File: src/rtl/mem_access_unit_pkg.sv
// mem_access_pkg: shared types and helpers for the load/store unit.
//   mem_type_t   - access width (BYTE, HALF, WORD); raw code 2'b11 decodes to WORD
//   lsu_state_t  - load/store sequencer states
//   size_mask()  - contiguous byte-lane mask for an access width, lane 0 based
//   size_bytes() - access width in bytes
//   decode_type()- raw 2-bit type code to mem_type_t
package mem_access_pkg;

  typedef enum logic [1:0] {
    BYTE = 2'b00,
    HALF = 2'b01,
    WORD = 2'b10
  } mem_type_t;

  typedef enum logic [1:0] {
    IDLE  = 2'b00,
    BEAT0 = 2'b01,
    BEAT1 = 2'b10,
    DONE  = 2'b11
  } lsu_state_t;

  function automatic logic [3:0] size_mask(input mem_type_t t);
    case (t)
      BYTE:    return 4'b0001;
      HALF:    return 4'b0011;
      default: return 4'b1111;
    endcase
  endfunction

  function automatic logic [2:0] size_bytes(input mem_type_t t);
    case (t)
      BYTE:    return 3'd1;
      HALF:    return 3'd2;
      default: return 3'd4;
    endcase
  endfunction

  function automatic mem_type_t decode_type(input logic [1:0] raw);
    case (raw)
      2'b00:   return BYTE;
      2'b01:   return HALF;
      default: return WORD;
    endcase
  endfunction

endpackage

File: src/rtl/mem_access_unit_align.sv
// lsu_align: combinational lane alignment shared by stores and loads.
//   wdata_i  - right-aligned store data
//   off_i    - byte offset of the access within its word
//   lanes_i  - assembled read lanes (memory lane positions)
//   type_i   - raw access type code (2'b11 behaves as word)
//   sign_i   - 1 sign-extends byte/half loads, 0 zero-extends
//   wdata_o  - store data rotated left by 8*off into lane position
//   rdata_o  - read lanes rotated right by 8*off, then extended
module lsu_align
  import mem_access_pkg::*;
(
  input  logic [31:0] wdata_i,
  input  logic [1:0]  off_i,
  input  logic [31:0] lanes_i,
  input  logic [1:0]  type_i,
  input  logic        sign_i,
  output logic [31:0] wdata_o,
  output logic [31:0] rdata_o
);

  logic [31:0] aligned;
  mem_type_t   mtype;

  assign mtype = decode_type(type_i);

  always_comb begin
    case (off_i)
      2'd0:    wdata_o = wdata_i;
      2'd1:    wdata_o = {wdata_i[23:0], wdata_i[31:24]};
      2'd2:    wdata_o = {wdata_i[15:0], wdata_i[31:16]};
      default: wdata_o = {wdata_i[7:0],  wdata_i[31:8]};
    endcase
  end

  always_comb begin
    case (off_i)
      2'd0:    aligned = lanes_i;
      2'd1:    aligned = {lanes_i[7:0],  lanes_i[31:8]};
      2'd2:    aligned = {lanes_i[15:0], lanes_i[31:16]};
      default: aligned = {lanes_i[23:0], lanes_i[31:24]};
    endcase
  end

  always_comb begin
    case (mtype)
      BYTE:    rdata_o = {{24{sign_i & aligned[7]}},  aligned[7:0]};
      HALF:    rdata_o = {{16{sign_i & aligned[15]}}, aligned[15:0]};
      default: rdata_o = aligned;
    endcase
  end

endmodule

File: src/rtl/mem_access_unit.sv
// mem_access_unit: load/store unit between execute and data memory.
// Latches one access per instruction, splits accesses that cross a word
// boundary into two aligned word beats, and holds the pipeline until done.
//   clk, rst        - clock, asynchronous active-high reset
//   req_valid_i     - execute presents a load/store
//   write_en_i      - 1 store, 0 load
//   mem_type_i      - 00 byte, 01 half, 10/11 word
//   mem_sign_i      - sign-extend loads when 1
//   addr_i          - byte address
//   write_data_i    - right-aligned store data
//   stall_o         - hold upstream pipeline
//   read_data_o     - extended load result (valid with rdata_valid_o)
//   rdata_valid_o   - one-cycle completion pulse
//   misalign_o      - completion pulse for two-beat accesses
//   mem_req_o/mem_we_o/mem_addr_o/mem_be_o/mem_wdata_o - memory request
//   mem_rdata_i/mem_ready_i - memory response
module mem_access_unit
  import mem_access_pkg::*;
#(
  parameter int DATA_WIDTH = 32
) (
  input  logic                  clk,
  input  logic                  rst,
  input  logic                  req_valid_i,
  input  logic                  write_en_i,
  input  logic [1:0]            mem_type_i,
  input  logic                  mem_sign_i,
  input  logic [DATA_WIDTH-1:0] addr_i,
  input  logic [DATA_WIDTH-1:0] write_data_i,
  output logic                  stall_o,
  output logic [DATA_WIDTH-1:0] read_data_o,
  output logic                  rdata_valid_o,
  output logic                  misalign_o,
  output logic                  mem_req_o,
  output logic                  mem_we_o,
  output logic [DATA_WIDTH-1:0] mem_addr_o,
  output logic [3:0]            mem_be_o,
  output logic [DATA_WIDTH-1:0] mem_wdata_o,
  input  logic [DATA_WIDTH-1:0] mem_rdata_i,
  input  logic                  mem_ready_i
);

  lsu_state_t  state_q;
  logic        we_q;
  mem_type_t   type_q;
  logic        sign_q;
  logic [31:0] addr_q;
  logic [31:0] wdata_q;
  logic        split_q;
  logic [31:0] lane_q;
  logic [31:0] lane_d;

  logic [2:0]  span_d;
  logic        split_d;
  logic [7:0]  lane_mask_wide;
  logic [3:0]  be_cur;
  logic [31:0] word_addr;
  logic [31:0] addr_cur;
  logic [31:0] wdata_rot;
  logic [31:0] rdata_ext;
  logic        in_beat;

  // Offset plus size tops out at 3+4=7, so three bits cannot overflow.
  assign span_d  = {1'b0, addr_i[1:0]} + size_bytes(decode_type(mem_type_i));
  assign split_d = (span_d > 3'd4);

  // The size mask shifted into an 8-lane window: the low nibble is the first
  // word's lanes, the high nibble is what spills into the next word.
  assign lane_mask_wide = {4'b0000, size_mask(type_q)} << addr_q[1:0];

  assign word_addr = {addr_q[31:2], 2'b00};
  assign in_beat   = (state_q == BEAT0) || (state_q == BEAT1);

  always_comb begin
    be_cur   = 4'b0000;
    addr_cur = word_addr;
    case (state_q)
      BEAT0: be_cur = lane_mask_wide[3:0];
      BEAT1: begin
        be_cur   = lane_mask_wide[7:4];
        addr_cur = word_addr + 32'd4;   // wraps past 0xFFFFFFFC to 0
      end
      default: ;
    endcase
  end

  // Merge only the lanes this beat owns so the other beat's bytes survive.
  always_comb begin
    lane_d = lane_q;
    for (int i = 0; i < 4; i++) begin
      if (be_cur[i]) lane_d[8*i +: 8] = mem_rdata_i[8*i +: 8];
    end
  end

  lsu_align u_align (
    .wdata_i (wdata_q),
    .off_i   (addr_q[1:0]),
    .lanes_i (lane_q),
    .type_i  (type_q),
    .sign_i  (sign_q),
    .wdata_o (wdata_rot),
    .rdata_o (rdata_ext)
  );

  always_ff @(posedge clk or posedge rst) begin
    if (rst) begin
      state_q <= IDLE;
      we_q    <= 1'b0;
      type_q  <= BYTE;
      sign_q  <= 1'b0;
      addr_q  <= '0;
      wdata_q <= '0;
      split_q <= 1'b0;
      lane_q  <= '0;
    end else begin
      case (state_q)
        IDLE: begin
          if (req_valid_i) begin
            we_q    <= write_en_i;
            type_q  <= decode_type(mem_type_i);
            sign_q  <= mem_sign_i;
            addr_q  <= addr_i;
            wdata_q <= write_data_i;
            split_q <= split_d;
            state_q <= BEAT0;
          end
        end
        BEAT0: begin
          if (mem_ready_i) begin
            lane_q  <= lane_d;
            state_q <= split_q ? BEAT1 : DONE;
          end
        end
        BEAT1: begin
          if (mem_ready_i) begin
            lane_q  <= lane_d;
            state_q <= DONE;
          end
        end
        // DONE: the request still visible here is the completed instruction.
        default: state_q <= IDLE;
      endcase
    end
  end

  assign mem_req_o   = in_beat;
  assign mem_we_o    = in_beat & we_q;
  assign mem_addr_o  = in_beat ? addr_cur : '0;
  assign mem_be_o    = be_cur;
  assign mem_wdata_o = (in_beat & we_q) ? wdata_rot : '0;

  // Gated by rst so the pipeline is released the moment reset hits.
  assign stall_o = ~rst & (((state_q == IDLE) & req_valid_i) | in_beat);

  assign rdata_valid_o = (state_q == DONE);
  assign misalign_o    = (state_q == DONE) & split_q;
  assign read_data_o   = ((state_q == DONE) & ~we_q) ? rdata_ext : '0;

endmodule
File: config.mk
export PLATFORM = sky130hd
export DESIGN_NAME = mem_access_unit
export DESIGN_NICKNAME = d
export VERILOG_FILES = /design/src/rtl/mem_access_unit_pkg.sv /design/src/rtl/mem_access_unit_align.sv /design/src/rtl/mem_access_unit.sv
export SDC_FILE = /design/constraint.sdc
export NUM_CORES = 1
export LEC_CHECK = 0
export CORE_ASPECT_RATIO = 0.6
export CORE_MARGIN = 3
export CORE_UTILIZATION = 49
export DETAILED_ROUTE_END_ITERATION = 6
export HOLD_SLACK_MARGIN = 0.1
export PLACE_DENSITY = 0.84
export SYNTH_ARGS = -nofsm -noshare
export SYNTH_HDL_FRONTEND = slang
export SYNTH_HIERARCHICAL = 1
export SYNTH_SLANG_ARGS = --single-unit
File: constraint.sdc
create_clock -name clk -period 3.9 [get_ports clk]
set_input_delay 0.585 -clock clk [delete_from_list [all_inputs] [get_ports clk]]
set_output_delay 0.585 -clock clk [all_outputs]
set_load 0.01 [all_outputs]
==> results of run 1 <==
[flip-flops by register name, indices dropped and copies added, names as in the netlist]
signal   flops
lane_q      32
state_q      2
addr_q      32
we_q         1
type_q       2
sign_q       1
split_q      1
wdata_q     32
[tightest hold or removal path, stage by stage (launching register included)]
cell and delay, ns:
dfrtp_1 0.38, nand2_1 0.06, o21ai_0 0.06
[layout by cell type (no fill, tap or decap), types with 16 or more instances in the layout]
cell	netlist	layout
and3_1	39	39
mux4_2	45	45
and2_1	35	35
nor2_1	18	18
o21ai_0	19	19
nand2_1	21	19
a21oi_1	19	19
mux2i_1	22	22
dfrtp_1	103	101
mux2_2	126	126
o31ai_1	16	16
clkdlybuf4s50_1	0	206
[cell families (layout without fill, tap and decap cells)]
kind of cell,Yosys count,in the layout,synth area share
mux,194,194,0.3721
simple gates,166,166,0.1353
flops,103,103,0.3586
compound gates,74,74,0.06179
buf+inv,61,245,0.04143
xor+xnor,14,14,0.01706
fa+ha+maj,7,7,0.01323
other cells,1,2,0.0005217
[metal layers]
metal | routed length (um) | up-vias | track usage
met5 | 0 | - | 0
met4 | 337 | 0 | 0.05636
met3 | 1386 | 28 | 0.05072
met2 | 9902 | 260 | 0.4072
met1 | 9389 | 3128 | 0.3796
li1 | - | 2697 | -
[report_power, final]
group / leakage [nW] / total, mW / internal, mW / switching [mW]
Combinational: 2.47 / 5.16 / 3.00 / 2.16
Sequential: 1.23 / 2.49 / 1.62 / 0.871
Clock: 0.134 / 0.868 / 0.442 / 0.426
[final timing paths]
check	slack [ns]	end
worst max-delay path	0.25	mem_addr_o[26]
worst min-delay path	0.54	split_q
worst max register to register	1.22	lane_q[5]
worst min register to register	0.54	split_q
max in group asynchronous	2.34	wdata_q[11]
min in group asynchronous	0.66	addr_q[6]
[final cells by class]
cell class | instances | area [um^2]
Fill cell | 997 | 4370
Multi-Input combinational cell | 457 | 4327
Sequential cell | 103 | 2585
Timing Repair Buffer | 217 | 2145
Tap cell | 192 | 240.2
Clock buffer | 9 | 225.2
Clock inverter | 6 | 53.80
Inverter | 13 | 51.30
[metrics by stage]
step	hold WS [ns]	setup WS [ns]	utilization	std cells
2_1_floorplan	0.4632	0.6112	-	621
3_3_place_gp	0.5093	0.6879	0.6677	982
3_5_place_dp	0.5187	0.5954	0.6677	982
4_1_cts	0.5349	0.2028	0.6876	997
5_1_grt	0.5759	0.09970	0.6878	997
6_report	0.5373	0.2518	0.6878	997
==> flow_metrics.tcl, run 1 <==
set metrics [dict create \
    status "finished, final reports clean" \
    yosysUniqueCellTypes 46 \
    clock_latency_ns 0.34 \
    grt_pass1_wl_um 33020 \
    dpl_cell_area_um2 9345 \
    clockRootBuffer "clkbuf_16" \
    clk_pin_slew_ns 0.07 \
    design_area_um2 9627 \
    grt_use_total 0.2597 \
    area_growth_pct 33.93 \
    fin_nets 912 \
    cp-end-kind "primary output" \
    worstPathMaxFanout 13 \
    finalMaxSlewViolations 0 \
    post-synth-top-area-cell "dfrtp_1" \
    cp.depth 8 \
    fp.dieW_um 162.4 \
    worstSetupPathType "register to primary output" \
    fmax_mhz 274.1 \
    synth_edf_count 0 \
    r2r_cells 5 \
    wire_per_inst_um 21.08 \
    drive_gt1_frac 0.2596 \
    cts_sinks 103 \
    leakage_nw 3.829 \
    dieArea_um2 16210 \
    fin_skew_ns 0.009456 \
    period_share 0.9354 \
    crit_buf_inv 3 \
    drv_cap 0 \
    ctsHoldBuffers 0 \
    crit_path_start "state_q[0]" \
    finalPower_mw 8.512 \
    crit_path_cell_trace "inv_1 -> ha_1 -> buf_4 -> and3_1 -> nand2_2 -> or4_1 -> a21oi_1 -> clkdlybuf4s50_1" \
    holdPathStages 2 \
    async_reset_ff_frac 1.000 \
    vias_per_cell 6.131 \
    syn_inst 620 \
    antennaDiodeCount 0 \
    drt-total-wl_um 21020 \
    cpLargestDelayFamily "simple AND/OR/NAND/NOR gates" \
    gp_congestion 0.9506 \
    synth_ff_type "dfrtp_1" \
    critical-path-slowest-cell "clkdlybuf4s50_1" \
    die_h_um 99.82 \
    grt_pass1_vias 6015 \
    cts_tree "built" \
    start_util 0.5135 \
    rr_startpoint "addr_q[0]" \
    required_ns 3.31 \
    ys_top_cells_by_count "126 x mux2_2, 103 x dfrtp_1, 45 x mux4_2, 39 x and3_1, 35 x and2_1" \
    rsz0062_at_grt "false" \
    dp_hpwl_um 15790 \
    ctsHtreeMaxLevel 3 \
    portBuffers 206 \
    clock_path_buffers 2 \
    drt_iter0_drc 465 \
    tns_ns 0 \
    tightest_slew_ns 0.9662 \
    grt_max_degree 73 \
    hold_viol 0 \
    numCtsBuffers 9 \
    synth_area_per_cell_um2 11.59 \
    ys_seq_elements 103 \
    yosysSeqAreaShare 0.3586 \
    slew_headroom 0.3559 \
    first_pass_iters 5 \
    cts_resized 0 \
    critPathLaunchType "register" \
    arrival_ns 3.06 \
    antenna_found_initial 0 \
    synth_most_common_cell "mux2_2" \
    postCtsSetupRepairBufs 0 \
    io_pins 209 \
    core_area_um2 14000 \
    syn_area_um2 7188 \
    ant_nets 0 \
    ys_top_cells_by_area "dfrtp_1 36%, mux2_2 20%, mux4_2 14%" \
    hold_path_class "register to register" \
    min_period_ns 3.648 \
    hp-start "split_q" \
    overflow 0 \
    vias 6113 \
    synth_top_area_share 0.3586 \
    yosysWarningCount 6 \
    num_rows 33 \
    setup_viol 0 \
    route.detailed.drc 0 \
    peakVddDrop_mv 0.4877 \
    powerDensity_nw_per_um2 884.2 \
    cpPeakStageDelay_ns 0.55 \
]
Power figures use the tool's default switching activity.
==> run 2: changes to the inputs <==
- CORE_MARGIN: 3 -> default
- PLACE_DENSITY: 0.84 -> 0.82
- clock period: 3.9 -> 3.95 ns (I/O delays scaled with it)
==> flow_metrics.tcl, run 2 (synthesized netlist as in run 1, its figures left out) <==
set metrics [dict create \
    cts_resized 0 \
    crit_buf_inv 2 \
    cpLargestDelayFamily "simple AND/OR/NAND/NOR gates" \
    period_share 0.9512 \
    cts_sinks 103 \
    dp_hpwl_um 14850 \
    design_area_um2 9618 \
    num_rows 33 \
    powerDensity_nw_per_um2 868.6 \
    fp.dieW_um 158.4 \
    arrival_ns 3.16 \
    clock_latency_ns 0.35 \
    cts_tree "built" \
    ctsHtreeMaxLevel 3 \
    die_h_um 95.82 \
    status "finished, final reports clean" \
    required_ns 3.36 \
    numCtsBuffers 9 \
    fmax_mhz 266.1 \
    antennaDiodeCount 0 \
    drive_gt1_frac 0.2562 \
    setup_viol 0 \
    wire_per_inst_um 20.04 \
    finalMaxSlewViolations 0 \
    drv_cap 0 \
    vias_per_cell 5.961 \
    rrSetupSlack_ns 1.26 \
    fin_skew_ns 0.008693 \
    tns_ns 0 \
    crit_path_cell_trace "inv_1 -> ha_1 -> and4_1 -> nand2_1 -> or4_1 -> a21oi_1 -> clkdlybuf4s50_1" \
    nFillCells 1030 \
    drt_iter0_drc 375 \
    grt_pass1_vias 5698 \
    rr_startpoint "addr_q[0]" \
    min_period_ns 3.757 \
    io_pins 209 \
    critical-path-slowest-cell "clkdlybuf4s50_1" \
    slew_headroom 0.3830 \
    postCtsSetupRepairBufs 0 \
    grt_max_degree 73 \
    grt_use_total 0.2700 \
    worstSetupPathType "register to primary output" \
    final_common_cell "clkdlybuf4s50_1" \
    portBuffers 206 \
    leakage_nw 3.821 \
    hold_path_class "register to register" \
    reg_top3 "addr_q: 32 flops, lane_q: 32 flops, wdata_q: 32 flops" \
    cp.depth 7 \
    peakVddDrop_mv 0.5035 \
    antenna_found_initial 0 \
    tightest_slew_ns 0.9256 \
    ctsHoldBuffers 0 \
    route.detailed.drc 0 \
    layout_common_cells "206 x clkdlybuf4s50_1, 126 x mux2_2, 101 x dfrtp_1" \
    r2r-end "lane_q[7]" \
    worstPathMaxFanout 14 \
    first_pass_iters 5 \
    clockRootBuffer "clkbuf_16" \
    ant_nets 0 \
    vias 5937 \
    crit_path_start "state_q[0]" \
    worstSetupEndpoint "mem_addr_o[27]" \
    critPathLaunchType "register" \
    drt-total-wl_um 19960 \
    clk_pin_slew_ns 0.07 \
    area_growth_pct 33.80 \
    cp-end-kind "primary output" \
    grt_pass1_wl_um 30990 \
    overflow 0 \
    cpPeakStageDelay_ns 0.55 \
    clock_path_buffers 2 \
    gp_congestion 0.9441 \
    start_util 0.5135 \
    r2r_cells 5 \
    hold_viol 0 \
    rsz0062_at_grt "false" \
    core_area_um2 14000 \
    dieArea_um2 15170 \
    fin_nets 910 \
    dpl_cell_area_um2 9338 \
]
## run 2: cell types whose count changed in the layout (fill, tap and decap cells not counted), sizes merged
cell and change:
buf -2, clkbuf +1, clkinvlp -1, inv +1
## run 2: metal layers
layer  GRT usage  part of all wire
met4     0.05369             0.011
met2      0.4090              0.46
met1      0.4011              0.46
met3     0.05538             0.066
met5           0                 0
## run 2: worst register-to-register path: stages, from the launching register on
cell	delay, ns
dfrtp_4	0.90
buf_4	0.36
nor3b_1	0.08
a311o_1	0.36
nand3_1	0.46
mux2_2	0.41
## run 2: how the worst min path moves through the flow
stage | start | endpoint | depth (start not counted)
3_5_place_dp | sign_q | sign_q | 1
6_report | addr_q[31] | addr_q[31] | 1
2_1_floorplan | split_q | split_q | 2
5_1_grt | split_q | split_q | 2
3_3_place_gp | addr_q[31] | addr_q[31] | 1
4_1_cts | addr_q[31] | addr_q[31] | 1
## run 2: cell type report
type	count	area, um^2	area share
Sequential cell	103	2585	0.2688
Inverter	13	51.30	0.005334
Tap cell	192	240.2	0.02498
Multi-Input combinational cell	457	4319	0.4491
Clock buffer	10	229.0	0.02381
Clock inverter	6	51.30	0.005334
Timing Repair Buffer	215	2142	0.2227
## run 2: metrics by stage
step	hold slack, ns	cells	total power [mW]	utilization	worst slack (ns)
floorplan	0.4632	621	5.544	-	0.6537
global placement	0.5143	980	7.248	0.6671	0.6675
detailed placement	0.5180	980	7.446	0.6671	0.5832
CTS	0.5382	996	8.364	0.6871	0.1958
global route	0.5625	996	8.895	0.6871	0.003489
finish	0.5337	996	8.354	0.6871	0.1927
## run 2: power breakdown
part	switching, mW	internal [mW]	total [mW]
Clock	0.422	0.440	0.862
Sequential	0.875	1.60	2.47
Combinational	2.06	2.96	5.02
